--- src/rtl/uart_rx_deserializer_if.sv ---
// uart_rx_deserializer_if: serial line, per-frame config and received-word outputs of the UART receiver
// master: receiver side (rx_in/prescale/par_en/par_typ in; p_data/data_valid/par_err/stp_err/busy out)
// slave:  line driver / consumer side, directions mirrored
interface uart_rx_deserializer_if #(
    parameter int DATA_WIDTH     = 8,
    parameter int PRESCALE_WIDTH = 6
);
    logic                      rx_in;
    logic [PRESCALE_WIDTH-1:0] prescale;
    logic                      par_en;
    logic                      par_typ;
    logic [DATA_WIDTH-1:0]     p_data;
    logic                      data_valid;
    logic                      par_err;
    logic                      stp_err;
    logic                      busy;
    modport master (
        input  rx_in, prescale, par_en, par_typ,
        output p_data, data_valid, par_err, stp_err, busy
    );
    modport slave (
        output rx_in, prescale, par_en, par_typ,
        input  p_data, data_valid, par_err, stp_err, busy
    );
endinterface

--- src/rtl/uart_rx_deserializer.sv ---
// uart_rx_deserializer: oversampling UART receiver with 3-sample majority vote, start-glitch, parity and stop checks
// clk: system clock (prescale x baud); rst: asynchronous, active-low
// bus (master): rx_in serial line, prescale/par_en/par_typ latched at start detect;
//               p_data last good word, data_valid/par_err/stp_err one-cycle pulses, busy while framing
module uart_rx_deserializer #(
    parameter int DATA_WIDTH     = 8,
    parameter int PRESCALE_WIDTH = 6
) (
    input logic                    clk,
    input logic                    rst,
    uart_rx_deserializer_if.master bus
);
    localparam int BW = DATA_WIDTH > 1 ? $clog2(DATA_WIDTH) : 1;
    typedef enum logic [2:0] {IDLE, START, DATA, PARITY, STOP} state_t;
    state_t                    state;
    logic [PRESCALE_WIDTH-1:0] p, edge_cnt, half;
    logic [BW-1:0]             bit_cnt;
    logic [DATA_WIDTH-1:0]     shreg;
    logic [2:0]                samp;
    logic                      pen, ptyp, par_bad, armed, last, vote;
    assign half = p >> 1;
    assign last = edge_cnt == p - 1'b1;
    assign vote = (samp[0] & samp[1]) | (samp[0] & samp[2]) | (samp[1] & samp[2]);
    always_ff @(posedge clk or negedge rst) begin
        if (!rst) begin
            state          <= IDLE;
            p              <= '0;
            edge_cnt       <= '0;
            bit_cnt        <= '0;
            shreg          <= '0;
            samp           <= '0;
            pen            <= 1'b0;
            ptyp           <= 1'b0;
            par_bad        <= 1'b0;
            armed          <= 1'b1;
            bus.p_data     <= '0;
            bus.data_valid <= 1'b0;
            bus.par_err    <= 1'b0;
            bus.stp_err    <= 1'b0;
            bus.busy       <= 1'b0;
        end else begin
            bus.data_valid <= 1'b0;
            bus.par_err    <= 1'b0;
            bus.stp_err    <= 1'b0;
            if (state != IDLE) begin
                edge_cnt <= last ? '0 : edge_cnt + 1'b1;
                if (edge_cnt == half - 1'b1) samp[0] <= bus.rx_in;
                if (edge_cnt == half) samp[1] <= bus.rx_in;
                if (edge_cnt == half + 1'b1) samp[2] <= bus.rx_in;
            end
            case (state)
                IDLE: begin
                    // start detect is cycle 0 of the start bit, so the counter resumes at 1
                    if (!bus.rx_in && armed) begin
                        state    <= START;
                        edge_cnt <= {{(PRESCALE_WIDTH-1){1'b0}}, 1'b1};
                        p        <= bus.prescale;
                        pen      <= bus.par_en;
                        ptyp     <= bus.par_typ;
                        par_bad  <= 1'b0;
                        bus.busy <= 1'b1;
                    end else begin
                        bus.busy <= 1'b0;
                        armed    <= armed | bus.rx_in;
                    end
                end
                START: if (last) begin
                    state    <= vote ? IDLE : DATA;
                    bus.busy <= !vote;
                end
                DATA: if (last) begin
                    shreg   <= {vote, shreg[DATA_WIDTH-1:1]};
                    bit_cnt <= bit_cnt + 1'b1;
                    if (bit_cnt == BW'(DATA_WIDTH - 1)) begin
                        bit_cnt <= '0;
                        state   <= pen ? PARITY : STOP;
                    end
                end
                PARITY: if (last) begin
                    par_bad <= vote != (^shreg ^ ptyp);
                    state   <= STOP;
                end
                STOP: if (last) begin
                    if (vote && !par_bad) begin
                        bus.p_data     <= shreg;
                        bus.data_valid <= 1'b1;
                    end
                    bus.par_err <= par_bad;
                    bus.stp_err <= !vote;
                    // a failed stop bit may be a break; wait for the line to return high
                    armed       <= vote;
                    state       <= IDLE;
                end
                default: state <= IDLE;
            endcase
        end
    end
endmodule

--- src/flat_wrapper.sv ---
// flat-port wrapper written by rule: the top's interface ports become plain ports
module uart_rx_deserializer_flat 
#(
    parameter int DATA_WIDTH     = 8,
    parameter int PRESCALE_WIDTH = 6
)
  (clk, rst, bus_rx_in, bus_prescale, bus_par_en, bus_par_typ, bus_p_data, bus_data_valid, bus_par_err, bus_stp_err, bus_busy);
  uart_rx_deserializer_if #(.DATA_WIDTH(DATA_WIDTH), .PRESCALE_WIDTH(PRESCALE_WIDTH)) bus_i ();
  input logic clk;
  input logic rst;
  input wire logic [$bits(bus_i.rx_in)-1:0] bus_rx_in;
  input wire logic [$bits(bus_i.prescale)-1:0] bus_prescale;
  input wire logic [$bits(bus_i.par_en)-1:0] bus_par_en;
  input wire logic [$bits(bus_i.par_typ)-1:0] bus_par_typ;
  output wire logic [$bits(bus_i.p_data)-1:0] bus_p_data;
  output wire logic [$bits(bus_i.data_valid)-1:0] bus_data_valid;
  output wire logic [$bits(bus_i.par_err)-1:0] bus_par_err;
  output wire logic [$bits(bus_i.stp_err)-1:0] bus_stp_err;
  output wire logic [$bits(bus_i.busy)-1:0] bus_busy;
  assign bus_i.rx_in = bus_rx_in;
  assign bus_i.prescale = bus_prescale;
  assign bus_i.par_en = bus_par_en;
  assign bus_i.par_typ = bus_par_typ;
  assign bus_p_data = bus_i.p_data;
  assign bus_data_valid = bus_i.data_valid;
  assign bus_par_err = bus_i.par_err;
  assign bus_stp_err = bus_i.stp_err;
  assign bus_busy = bus_i.busy;
  uart_rx_deserializer #(.DATA_WIDTH(DATA_WIDTH), .PRESCALE_WIDTH(PRESCALE_WIDTH)) u_core (.clk(clk), .rst(rst), .bus(bus_i));
endmodule
--- config.mk ---
export PLATFORM = sky130hd
export DESIGN_NAME = uart_rx_deserializer_flat
export DESIGN_NICKNAME = d
export VERILOG_FILES = /design/src/rtl/uart_rx_deserializer_if.sv /design/src/rtl/uart_rx_deserializer.sv /design/src/flat_wrapper.sv
export SDC_FILE = /design/constraint.sdc
export NUM_CORES = 1
export LEC_CHECK = 0
export ABC_AREA = 1
export BUFFER_PORTS_ARGS = -buffer_cell sky130_fd_sc_hd__clkbuf_2
export CORE_ASPECT_RATIO = 0.9
export CORE_MARGIN = 1.5
export CORE_UTILIZATION = 40
export DETAILED_ROUTE_END_ITERATION = 10
export PLACE_DENSITY = 0.58
export SETUP_SLACK_MARGIN = 0.05
export SLEW_MARGIN = 15
export SYNTH_ARGS = -nofsm -noshare
export SYNTH_HDL_FRONTEND = slang
export SYNTH_SLANG_ARGS = --single-unit
export TNS_END_PERCENT = 100
--- constraint.sdc ---
create_clock -name clk -period 2.7 [get_ports clk]
set_input_delay 0.405 -clock clk [delete_from_list [all_inputs] [get_ports clk]]
set_output_delay 0.405 -clock clk [all_outputs]
set_load 0.005 [all_outputs]
* Yosys cells after proc, flatten, opt, wreduce, memory -nomap -nowiden
Index checks and enable logic that the tools add are counted.
** Cells by class
- Add/sub/neg operators :: 5
- Equal/unequal tests :: 17
- Muxes and demuxes :: 30
- Bitwise operators :: 7
- Reduce and logical (&&, ||, !) cells :: 21
** Operators by type and width (count)
- two-way mux 3 bit :: 8
- two-way mux 6 bit :: 4
- equality test 6 bit :: 3
- case mux 3 bit (5 select lines) :: 1
- two-way mux 1 bit :: 13
- != test 2 x 1 -> 1 bit (second input constant) :: 6
- AND reduction 2 bit :: 6
- AND reduction 3 bit :: 3
- XOR reduction 8 bit :: 1
- adder 5 x 1 -> 6 bit (second input constant) :: 1
- adder 6 x 1 -> 6 bit (second input constant) :: 1
- equality test 3 x 2 -> 1 bit (second input constant) :: 2
- equality test 3 bit (second input constant) :: 2
- equality test 6 x 5 -> 1 bit :: 1
- case mux 1 bit (2 select lines) :: 3
- AND reduction 6 bit :: 1
- nonzero test 2 bit :: 3
- subtractor 5 x 1 -> 6 bit (second input constant) :: 1
- subtractor 6 x 1 -> 6 bit (second input constant) :: 1
- adder 3 x 1 -> 3 bit (second input constant) :: 1
- AND 1 bit :: 3
- equality test 3 x 1 -> 1 bit (second input constant) :: 1
- logical NOT 1 bit :: 3
- logical NOT 3 bit :: 1
- 7 further kinds :: 10
** Word-level totals
- Flip-flop bits (word level) :: 45
- Input bits :: 11
- Output and inout port bits :: 12
- Logic and storage cells :: 97

* Depth between registers and ports, before layout
Gate-level depths: netlist of the first run.
- Word-level depth :: 7
- Mapped depth :: 15
- Depth with buffers taken out :: 13

* Worst setup path after synthesis of the first run
Ideal clock, no wire load.
- Path type :: register -> register
- Start :: register u_core.p[1]
- End :: register u_core.shreg[2]
- Setup time :: 117 ps
- Arrival time :: 1699 ps
- Data required time :: 2583 ps
- Path slack :: 884 ps
- Cell stages (with the launch flop) :: 15
- Path buffers :: 1
- Clock period less this slack :: 1816 ps
- Cell sequence :: dfrtp_1 > inv_1 > ha_1 > inv_1 > nand2_1 > nand2_1 > nor2_2 > nand2_1 > nor2_2 > nand3_4 > nor2_4 > inv_2 > buf_6 > nand2_1 > nand2_1
** On the way
- Word-level cells in the longest chain between the ends :: 3
** RTL lines
- start: declaration :: RTL line uart_rx_deserializer.sv:16 : logic [PRESCALE_WIDTH-1:0] p, edge_cnt, half;
- start signal: assignment :: RTL line uart_rx_deserializer.sv:57 : p <= bus.prescale;
- subtractor 6 x 1 -> 6 bit :: RTL line uart_rx_deserializer.sv:22 : assign last = edge_cnt == p - 1'b1;
- equality test 6 bit :: RTL line uart_rx_deserializer.sv:22
- AND reduction 2 bit (no source line)
- end signal: assignment :: RTL line uart_rx_deserializer.sv:72 : shreg <= {vote, shreg[DATA_WIDTH-1:1]};
- end: declaration :: RTL line uart_rx_deserializer.sv:18 : logic [DATA_WIDTH-1:0] shreg;
Every way passes these cells.
A chain may end at the register's enable or synchronous reset.

* Worst setup path after layout of the first run
- Start :: register u_core.p[2]
- End :: register u_core.shreg[2]
Same word-level chain as after synthesis.

==> out/results.txt, run 1 <==
setup TNS: 0 ps
Cell variety after synth: 27
H-tree levels: 2
ratio of cells with drive above 1 in the final layout: 14.2%
CP Max Fanout: 12
Overall Global Routing Usage: 17.6%
Vias per Instance: 4.67
fraction of registers with async set/reset: 100%
first-pass GRT wire length: 9.50 mm
post-placement cell area: 2890 µm²
cells after synthesis: 366
Critical-path top delay cell: dfrtp_1
crit path capture type: flip-flop
drt pass-1 iters: 4
die area: 7210 µm²
Sink Count: 45
die height: 80.7 µm
cell area after layout: 3000 µm²
HPWL Detailed: 4.42 mm
num ports: 23
Slew HR: 68.9%
Post-synth EDFFs: 0
maximum VDD drop: 0.000225 V
Worst Path Buf+Inv: 3
Static Leak: 1.68 nW
Fin. Hold Viols: 0
routed via count: 2,266
DRC: 0
Tightest Pin Transition: 464 ps
most common cell after layout, fill and taps aside: nand2_1
Core Box Area: 6520 µm²
Period Utilization, post-route: 80.9%
Initial DRC Count: 131
max-slew violations: 0
clk slew on worst S/H paths: 90 ps
most frequent cells in the layout: 147 x nand2_1, 44 x dfrtp_1, 36 x nand3_1
n_diodes: 0
f_max: 0.458 GHz
Post-DRT Antenna Nets: 0
CTS Buf Count: 5
synthesis-to-finish area growth: 11.8%
top cell family by delay on the critical path: simple AND/OR/NAND/NOR gates
Top FF cell, synth: dfrtp_1
hold_buf cts: 0
Resized cells post-CTS: 0
sequential share of the synthesized area: 42.0%
P per Cell Area: 408 nW/µm²
critical path type: flip-flop to flip-flop
Syn Area/Cell: 7.33 µm²
largest net degree at the start of global routing: 24
Hold Crit Class: primary input to asynchronous set/reset pin
placed cell count: 477
antenna violations before repair: 0
drt wl/cell: 11.8 µm
Buffers on Ports: 22
post-CTS setup buffer count: 0
vias in the first global route: 1,940
final setup violation count: 0
worst path required time: 2900 ps
synthesized area: 2680 µm²
Die Span X: 89.3 µm
GP Congestion: 0.830
critical path cell sequence: clkinv_2, ha_1, nand2_1, inv_1, nand2_1, nand2_1, nor2_2, nand3_4, nor2_4, inv_2, nand2_1, nand2_1
Final nets: 412
Site Rows: 28
DRT Wirelength: 5.73 mm
gr ovfl total: 0
max incr delay on CP: 520 ps
Setup Skew: 6.65 ps
most frequent CP cell: nand2_1
Synth Warn #: 0
CTS tree: yes
fin cells: 485
Max-Cap Viols: 0
RSZ-0062 raised after global routing: no
post-layout min period: 2190 ps
Seq cells post-synth: 45
startpoint types: flip-flop
clock latency on the worst-skew pair: 300 ps
clk buf depth: 2
Initial Util: 41.2%
CTS Root Cell: clkbuf_8
Syn Nets: 384
status: complete, no violations
CP Data Arrival Time: 2380 ps
sequential cells by signal, summed over array words and instances, names as in the netlist:
signal,cells
u_core.pen,1
u_core.bus.busy,1
u_core.bit_cnt,3
u_core.bus.data_valid,1
u_core.par_bad,1
u_core.ptyp,1
u_core.bus.par_err,1
u_core.shreg,8
u_core.state,3
u_core.edge_cnt,6
u_core.p,6
u_core.bus.stp_err,1
u_core.armed,1
u_core.bus.p_data,8
u_core.samp,3
cell usage after synthesis (4+ instances only):
cell type	number	area (µm²)
nand3_1	36	180
xnor2_1	11	96.3
inv_2	5	18.8
inv_1	34	128
nor2_2	5	31.3
nand2_1	147	552
nor3_1	7	35.0
xor2_1	8	70.1
ha_1	7	87.6
dfrtp_1	44	1100
nor2_1	17	63.8
o21ai_0	19	95.1
buf_6	4	45.0
routing by layer:
metal	share of wire, %	GRT usage, %
met3	4.4	4.32
met1	55	27.7
met4	1.1	4.46
met2	39	23.5
met5	0	0
final cells by class:
class                           instances  area [µm²]
Sequential cell                        45        1130
Tap cell                               90         113
Timing Repair Buffer                   27         148
Inverter                               42         164
Clock inverter                          2        38.8
Fill cell                             696        3510
Multi-Input combinational cell        273        1340
Clock buffer                            6        72.6
worst register-to-register path: cells and delay by family, from the launching register on:
kind / cells / cell delay [ps]
AND/OR/NAND/NOR: 8 / 920
flip-flops: 1 / 520
buffers and inverters: 3 / 370
adder cells (fa/ha/maj): 1 / 280
cell families (layout without fill, tap and decap cells):
group           after synthesis  count (layout)  synth area share, %
flops                        45              45                 42.0
simple gates                224             224                 35.9
fa+ha+maj                     7               7                 3.26
buf+inv                      48              77                 8.11
compound gates               23              23                 4.52
xor+xnor                     19              19                 6.20
path summary, 6_finish.rpt:
path                                       from               endpoint  slack (ps)  cells past startpoint
max                                 u_core.p[2]        u_core.shreg[2]         510                     12
min                                         rst  u_core.bus.data_valid          90                      2
max reg2reg                         u_core.p[2]        u_core.shreg[2]         510                     12
min reg2reg                u_core.bus.p_data[3]   u_core.bus.p_data[3]         480                      2
max in group asynchronous                   rst           u_core.armed        2330                      2
min in group clk                bus_prescale[1]            u_core.p[1]         310                      3
metrics by stage:
| stage | utilization, % | hold WS [ps] | total power, mW | setup slack, ps |
|---|---|---|---|---|
| detailed placement | 44.4 | 420 | 0.730 | 514 |
| global placement | 44.4 | 421 | 0.729 | 585 |
| global route | 46.1 | 88.0 | 1.28 | 284 |
| floorplan | - | 109 | 0.700 | 884 |
| finish | 46.1 | 87.8 | 1.23 | 515 |
| CTS | 46.1 | 93.9 | 1.25 | 502 |
report_power, final:
part | total [mW] | switching [mW] | leakage (nW) | internal [mW]
Combinational | 0.0374 | 0.0251 | 1.08 | 0.0123
Sequential | 0.677 | 0.00146 | 0.547 | 0.676
Clock | 0.511 | 0.233 | 0.0554 | 0.278
Total | 1.23 | 0.260 | 1.68 | 0.966
No activity file was read; power rests on OpenSTA's default activity.
==> run 2: changes to the inputs <==
--- a/config.mk
+++ b/config.mk
@@ -5,7 +5,7 @@
 export SDC_FILE = /design/constraint.sdc
 export NUM_CORES = 1
 export LEC_CHECK = 0
-export ABC_AREA = 1
+export ABC_AREA = 0
 export BUFFER_PORTS_ARGS = -buffer_cell sky130_fd_sc_hd__clkbuf_2
 export CORE_ASPECT_RATIO = 0.9
 export CORE_MARGIN = 1.5
==> constraint.sdc (replaced) <==
create_clock -name clk -period 2.1 [get_ports clk]
set_input_delay 0.315 -clock clk [delete_from_list [all_inputs] [get_ports clk]]
set_output_delay 0.315 -clock clk [all_outputs]
set_load 0.005 [all_outputs]
==> out/results.txt, run 2 <==
Syn Area/Cell: 11.2 µm²
largest net degree at the start of global routing: 46
Core Box Area: 6150 µm²
max incr delay on CP: 430 ps
final worst setup slack: -267 ps
Cell variety after synth: 46
vias in the first global route: 1,770
biggest regs: u_core.bus.p_data x8, u_core.shreg x8
top cell family by delay on the critical path: simple AND/OR/NAND/NOR gates
cells after synthesis: 229
Synth Area in Simple Gates: 14.6%
Setup Skew: 11.8 ps
FILL cells: 570
max-slew violations: 0
first-pass GRT wire length: 9.34 mm
top post-synthesis cells by count: 44 x dfrtp_1, 20 x mux2_2, 17 x nand2_1
Buffers on Ports: 22
most common cell after layout, fill and taps aside: dfrtp_1
status: finished, violations left
clock latency on the worst-skew pair: 310 ps
Static Leak: 1.49 nW
Hold Crit Class: primary input to asynchronous set/reset pin
Sink Count: 45
drt pass-1 iters: 4
adder-cell share of the synthesized area: 3.43%
P_sw: 1.73 mW
critical path cell sequence: inv_4, ha_4, nor3b_4, a21bo_2, a2111oi_4, nand2_4, or3_4, mux2_4
maximum VDD drop: 0.000669 V
CTS Buf Count: 5
largest cells by area after synthesis: dfrtp_1 43%, mux2_2 8.8%, mux2_4 5.9%
startpoint types: flip-flop
Synth top area share: 43.1%
crit path capture type: flip-flop
Pwr Total: 4.37 mW
sequential share of the synthesized area: 44.1%
drt wl/cell: 15.5 µm
Reg power frac: 30.5%
clk buf depth: 2
Period Utilization, post-route: 113%
Die Span X: 87.3 µm
Critical-path top delay cell: a2111oi_4
P per Cell Area: 1350 nW/µm²
dpl ws: -323 ps
Min Hold Slack: 77.5 ps
Post-synth EDFFs: 0
die area: 6880 µm²
CP Max Fanout: 6
num ports: 23
Tightest Pin Transition: 915 ps
Final Core Density: 52.7%
post-placement cell area: 2960 µm²
synthesis-to-finish area growth: 26.7%
logic gate share of total power: 53.9%
Initial Util: 41.6%
failing checks: negative setup slack
fin cells: 365
setup TNS: -4740 ps
Synth area leader: dfrtp_1
CP Data Arrival Time: 2550 ps
Clk network pwr share: 15.7%
DRC: 0
Final nets: 295
HPWL Detailed: 3.81 mm
Initial DRC Count: 140
ratio of cells with drive above 1 in the final layout: 42.4%
P_int: 2.65 mW
cell area after layout: 3240 µm²
Vias per Instance: 5.10
switching share of power: 39.5%
fraction of registers with async set/reset: 100%
Max-Cap Viols: 0
antenna violations before repair: 0
n_diodes: 0
critical path type: flip-flop to flip-flop
GP Congestion: 0.878
placed cell count: 352
final setup violation count: 26
H-tree levels: 2
clk slew on worst S/H paths: 100 ps
worst path required time: 2290 ps
most frequent cells in the layout: 44 x dfrtp_1, 28 x buf_4, 22 x clkbuf_2
Seq cells post-synth: 45
Fin. Hold Viols: 0
f_max: 0.422 GHz
RSZ-0062 raised after global routing: yes
Synth Warn #: 0
DRT Wirelength: 5.66 mm
Site Rows: 27
Worst Path Buf+Inv: 1
post-layout min period: 2370 ps
routed via count: 1,862
Syn Nets: 247
Post-Synth XOR/XNOR Area: 9.59%
Top FF cell, synth: dfrtp_1
compound-cell area share of the yosys netlist: 8.76%
top-count cell post-synth: dfrtp_1
gr ovfl total: 0
Overall Global Routing Usage: 17.7%
largest family of logic cells by synthesized area: multiplexers
Slew HR: 38.3%
synthesized area: 2560 µm²
die height: 78.8 µm
mux share of post-synthesis cell area: 15.5%
Post-DRT Antenna Nets: 0
CTS tree: yes
CTS Root Cell: clkbuf_8
run 2: final timing paths:
kind	cells after the start	from	end	slack, ps
max	8	u_core.p[2]	u_core.bit_cnt[1]	-270
min	2	rst	u_core.bus.p_data[3]	80
max reg2reg	8	u_core.p[2]	u_core.bit_cnt[1]	-270
min reg2reg	1	u_core.samp[1]	u_core.samp[1]	520
max in group asynchronous	2	rst	u_core.samp[0]	1610
min in group clk	2	bus_par_typ	u_core.ptyp	240
run 2: routing by layer:
layer / part of all wire, % / GRT usage, % / vias to the layer above
met5: 0 / 0 / -
met4: 0.90 / 4.92 / 0
met2: 43 / 24.4 / 48
li1: - / - / 905
met3: 4.6 / 3.74 / 6
met1: 51 / 27.7 / 903
run 2: power by group through the flow:
stage	registers (mW)	logic, mW	clock network [mW]
after floorplan	1.25	1.61	0
after global placement	1.33	2.11	0
after detailed placement	1.33	2.14	0
after CTS	1.33	2.31	0.709
after global routing	1.37	2.57	0.743
final	1.33	2.35	0.684
run 2: what timing repair did:
item                       in CTS  in global routing
setup endpoints to repair      32                 35
resized for setup              23                  8
hold buffers                    0                  0
pin swaps                      12                  8
cloned                          1                  0
setup buffers                   7                  2
run 2: layout make-up:
cell class                 instances  area [µm²]  share of cell area [%]
clock inverter                     3        47.5                    1.47
clock buffer                       5        68.8                    2.13
sequential                        45        1130                    34.8
timing repair buffer              53         363                    11.2
multi-input combinational        164        1490                    46.0
inverter                           8        32.5                    1.00
tap                               87         109                    3.36
run 2: logic make-up (layout without fill, tap and decap cells):
logic type	Yosys count	after routing
AND/OR/NAND/NOR	66	67
multiplexers	32	32
AO/OA/AOI/OAI	30	30
XOR/XNOR	28	28
buffers and inverters	21	69
flip-flops	45	45
adder cells (fa/ha/maj)	7	7
run 2: worst register-to-register path, cell delays in order, from the launching register on:
cell and delay [ps]:
dfrtp_1 400, inv_4 50, ha_4 150, nor3b_4 150, a21bo_2 210, a2111oi_4 430, nand2_4 120, or3_4 420
mux2_4 320
